### src/rtl/exc_ctrl.sv
// Exception/interrupt sequencer with CP0 Status/Cause/EPC; trap at edge E -> flush E+1, vector PC E+2.
// No handshake: stall/flush/pc_sel are registered and decoded from the state; MFC0 reads are combinational.
module exc_ctrl #(
    parameter int               wide    = 32,
    parameter logic [wide-1:0]  exc_vec = 32'h0000_0180
) (
    input  logic            clk,
    input  logic            rst,
    input  logic [wide-1:0] pc_cur,
    input  logic            trap,
    input  logic [5:0]      int_req,
    input  logic            eret,
    input  logic            we_cp0,
    input  logic [4:0]      cp0_a,
    input  logic [wide-1:0] cp0_wd,
    output logic [wide-1:0] cp0_rd,
    output logic            stall,
    output logic            flush,
    output logic            pc_sel,
    output logic [wide-1:0] pc_target,
    output logic            exl,
    output logic            iv
);

    typedef enum logic [1:0] {S_RUN, S_FLUSH, S_VECTOR, S_ERET} state_t;

    localparam logic [4:0] A_STATUS = 5'd12;
    localparam logic [4:0] A_CAUSE  = 5'd13;
    localparam logic [4:0] A_EPC    = 5'd14;
    localparam logic [4:0] EC_INT   = 5'd0;
    localparam logic [4:0] EC_TR    = 5'd13;

    state_t          state_q;
    logic [7:0]      im_q;
    logic            exl_q;
    logic            ie_q;
    logic            iv_q;
    logic [5:0]      ip_q;
    logic [4:0]      exc_code_q;
    logic [wide-1:0] epc_q;
    logic            stall_q;
    logic            flush_q;
    logic            pc_sel_q;
    logic [wide-1:0] pc_target_q;

    logic            int_pend_d;
    logic            take_exc_d;
    logic            eret_go_d;
    logic [wide-1:0] status_d;
    logic [wide-1:0] cause_d;

    assign int_pend_d = ie_q & ~exl_q & (|(int_req & im_q[5:0]));
    assign take_exc_d = trap | (int_pend_d & ~eret);
    assign eret_go_d  = eret & exl_q;

    assign status_d = {{(wide-16){1'b0}}, im_q, 6'b0, exl_q, ie_q};
    assign cause_d  = {{(wide-24){1'b0}}, iv_q, 7'b0, ip_q, 3'b0, exc_code_q, 2'b0};

    always_comb begin
        cp0_rd = '0;
        case (cp0_a)
            A_STATUS: cp0_rd = status_d;
            A_CAUSE:  cp0_rd = cause_d;
            A_EPC:    cp0_rd = epc_q;
            default:  cp0_rd = '0;
        endcase
    end

    always_ff @(posedge clk or negedge rst) begin
        if (!rst) begin
            state_q     <= S_RUN;
            im_q        <= '0;
            exl_q       <= 1'b0;
            ie_q        <= 1'b0;
            iv_q        <= 1'b0;
            ip_q        <= '0;
            exc_code_q  <= '0;
            epc_q       <= '0;
            stall_q     <= 1'b0;
            flush_q     <= 1'b0;
            pc_sel_q    <= 1'b0;
            pc_target_q <= '0;
        end else begin
            ip_q <= int_req;
            case (state_q)
                S_RUN: begin
                    stall_q     <= 1'b0;
                    flush_q     <= 1'b0;
                    pc_sel_q    <= 1'b0;
                    pc_target_q <= '0;
                    if (take_exc_d) begin
                        state_q <= S_FLUSH;
                        stall_q <= 1'b1;
                        flush_q <= 1'b1;
                        // A nested exception keeps the original return address.
                        if (!exl_q)
                            epc_q <= pc_cur;
                        exl_q      <= 1'b1;
                        exc_code_q <= trap ? EC_TR : EC_INT;
                        iv_q       <= ~trap;
                    end else begin
                        if (we_cp0) begin
                            if (cp0_a == A_STATUS) begin
                                im_q  <= cp0_wd[15:8];
                                exl_q <= cp0_wd[1];
                                ie_q  <= cp0_wd[0];
                            end else if (cp0_a == A_EPC) begin
                                epc_q <= cp0_wd;
                            end
                        end
                        if (eret_go_d) begin
                            state_q     <= S_ERET;
                            flush_q     <= 1'b1;
                            pc_sel_q    <= 1'b1;
                            pc_target_q <= epc_q;
                        end
                    end
                end
                S_FLUSH: begin
                    state_q     <= S_VECTOR;
                    stall_q     <= 1'b0;
                    flush_q     <= 1'b0;
                    pc_sel_q    <= 1'b1;
                    pc_target_q <= exc_vec;
                end
                S_VECTOR: begin
                    state_q     <= S_RUN;
                    pc_sel_q    <= 1'b0;
                    pc_target_q <= '0;
                end
                S_ERET: begin
                    state_q     <= S_RUN;
                    flush_q     <= 1'b0;
                    pc_sel_q    <= 1'b0;
                    pc_target_q <= '0;
                    exl_q       <= 1'b0;
                end
                default: state_q <= S_RUN;
            endcase
        end
    end

    assign stall     = stall_q;
    assign flush     = flush_q;
    assign pc_sel    = pc_sel_q;
    assign pc_target = pc_target_q;
    assign exl       = exl_q;
    assign iv        = iv_q;

endmodule

### config.mk
export PLATFORM = sky130hd
export DESIGN_NAME = exc_ctrl
export DESIGN_NICKNAME = d
export VERILOG_FILES = /design/src/rtl/exc_ctrl.sv
export SDC_FILE = /design/constraint.sdc
export NUM_CORES = 1
export LEC_CHECK = 0
export BUFFER_PORTS_ARGS = -buffer_cell sky130_fd_sc_hd__buf_2
export CORE_ASPECT_RATIO = 1.2
export CORE_MARGIN = 2
export CORE_UTILIZATION = 44
export DETAILED_ROUTE_END_ITERATION = 10
export PLACE_DENSITY_LB_ADDON = 0.3
export SLEW_MARGIN = 20
export SYNTH_ARGS = -nofsm -noshare
export SYNTH_HDL_FRONTEND = slang
export SYNTH_SLANG_ARGS = --single-unit
export TNS_END_PERCENT = 10
### constraint.sdc
create_clock -name clk -period 1.93 [get_ports clk]
set_input_delay 0.193 -clock clk [delete_from_list [all_inputs] [get_ports clk]]
set_output_delay 0.193 -clock clk [all_outputs]
set_load 0.05 [all_outputs]
==> impl_metrics.tcl <==
set metrics [dict create \
    layout_commonest_cell "buf_2" \
    finalNetCount 561 \
    cap_viol_max_count 0 \
    grt_pass1_wl_um 15900 \
    syn_nets 386 \
    port_buffers 148 \
    ys_types 35 \
    hold_viol 0 \
    slew_viol_final 0 \
    area_growth_pct 35.1 \
    pin_count 149 \
    initial_utilization 0.448 \
    whs_ps 89.2 \
    final_core_util 0.605 \
    final_cell_mix "147 x buf_2, 86 x dfrtp_1, 48 x and2_1" \
    synth_top_area_frac 0.571 \
    finalCritPeriodShare 0.996 \
    antenna_found_initial 0 \
    worstPathCellList "dlygate4sd3_1, buf_2, a22oi_2, buf_4, a311oi_2, a211o_1, buf_12, o221a_1" \
    cp.required_ps 2170 \
    grt.total_usage 0.226 \
    dp_hpwl_um 7530 \
    status "finished, final reports clean" \
    synthCells 306 \
    numCtsBuffers 9 \
    drtPass1Iterations 6 \
    synth.avg_cell_area_sq_um 12.5 \
    vias 3170 \
    clk_latency_ps 350 \
    peakVddDrop_v 0.000755 \
    clk_path_buf_depth 2 \
    core_area_sq_mm 0.00852 \
    worst_pin_slew_ps 662 \
    yosys.area.top_type "dfrtp_1" \
    htreeDepth 3 \
    viasPerCell 5.26 \
    first_global_vias 3206 \
    finalWeightedCongestion 0.957 \
    die_w_um 89.0 \
    p_per_area_mw_per_mm2 1200 \
    die-area_sq_mm 0.00943 \
    wl_per_cell_um 17.2 \
    cts_root_buffer "clkbuf_8" \
    cp-start-kind "input port" \
    finalClockSkew_ps 8.63 \
    crit_path_end_kind "register" \
    clock-sinks 87 \
    seq_area_frac_synth 0.571 \
    grt_max_degree 53 \
    ys_seq_elements 87 \
    max_freq_mhz 520 \
    cp.arrival_ps 2160 \
    reg2reg_slack_ps 30 \
    clkTransAtPathRegs_ps 90 \
    critical_path.slowest_cell "dlygate4sd3_1" \
    gr-total-overflow 0 \
    final-setup-viol-count 0 \
    slew_headroom 0.559 \
    total_leakage_power_uw 0.00257 \
    worst_path_largest_cell_delay_ps 530 \
    core.rowCount 37 \
    post-place-ws_ps -55.6 \
    ys_top_cells_by_area "dfrtp_1 57%, o221a_1 9.7%, and2_1 7.9%" \
    layout-drive-gt1-share 0.442 \
    yosysWarnings 0 \
    crit_type "in -> reg" \
    critPathMaxFanout 27 \
    wirelength_um 10300 \
    drt_iter0_drc 141 \
    rsz0062_at_grt "yes" \
    antenna_cells 0 \
    die_height_um 106 \
    period_needed_ps 1920 \
    syn_area_sq_mm 0.00381 \
    ant_nets 0 \
    post_cts_buffers 0 \
    fin_ws_ps 8.36 \
    drc 0 \
    hold_class "in -> reg" \
    cts_tree "built" \
]
==> critical path, delay by kind of cell <==
family                 cells  cell delay, ps
AOI/OAI and AO/OA          4             930
buffers and inverters      4            1020
==> power by group <==
part,switching [uW],internal (uW)
logic,1450,972
registers,299,2310
clock network,636,501
total,2380,3790
==> flip-flops by register name, summed over array words and instances, names as in the netlist, 2 cells and up <==
signal / cells
epc_q: 32
im_q: 8
ip_q: 6
pc_target: 32
state_q: 2
==> cell families after synthesis <==
family,Yosys count,synth area share
muxes,19,0.0617
AOI/OAI and AO/OA,60,0.151
buffers and inverters,24,0.0256
DFF,87,0.571
and+or+nand+nor,116,0.190
==> what timing repair did <==
item,in CTS,in global routing
hold endpoints to repair,55,0
pin swaps,1,1
resized for setup,3,1
hold buffers,7,0
setup endpoints to repair,28,43
==> metrics by stage <==
stage                     power (uW)  cells  setup TNS (ps)  area (sq um)
after detailed placement        5070    580            -343          4890
after CTS                       6220    603               0          5150
after floorplan                 4230    306            -738          3830
after global placement          4980    580               0          4890
final                           6170    603               0          5150
after global routing            6520    603           -1020          5150
==> cell usage after synthesis, drive strengths merged <==
cell type and number:
nor3 3, nor2b 2, clkbuf 15, nor4b 1
a31o 1, a22o 5, a31oi 1, nor2 8
or4 1, mux2 9, or2 3, nand2 14
or3b 1, nor4 1, nand4bb 1, a21oi 3
o21ba 1, a22oi 3, nand3b 32, a211o 1
and2 48, dfrtp 87, inv 3, o221a 33
a21o 2, o21ai 7, a32oi 1, mux2i 10
a311oi 1, buf 6, nor3b 1, a221oi 1
==> final timing paths <==
check	from	end	cells after the start
setup / recovery	int_req[1]	epc_q[22]	8
hold / removal	cp0_wd[13]	im_q[5]	2
min in group asynchronous	rst	pc_target[17]	2
hold reg to reg	stall	stall	2
setup reg to reg	im_q[0]	im_q[0]	5
max in group asynchronous	rst	iv	3
==> layout make-up <==
cell class                 instances  area [sq um]
sequential                        87          2180
clock inverter                     5          33.8
clock buffer                      11           141
multi-input combinational        195          1570
fill                             751          3370
tap                              117           146
inverter                           3          11.3
timing repair buffer             185          1070
==> metal layers <==
| metal | global-route usage | part of all wire |
|---|---|---|
| met4 | 0.0864 | 0.022 |
| met1 | 0.283 | 0.41 |
| met5 | 0 | 0 |
| met3 | 0.0396 | 0.053 |
| met2 | 0.384 | 0.52 |
No activity file was read; power rests on OpenSTA's default activity.
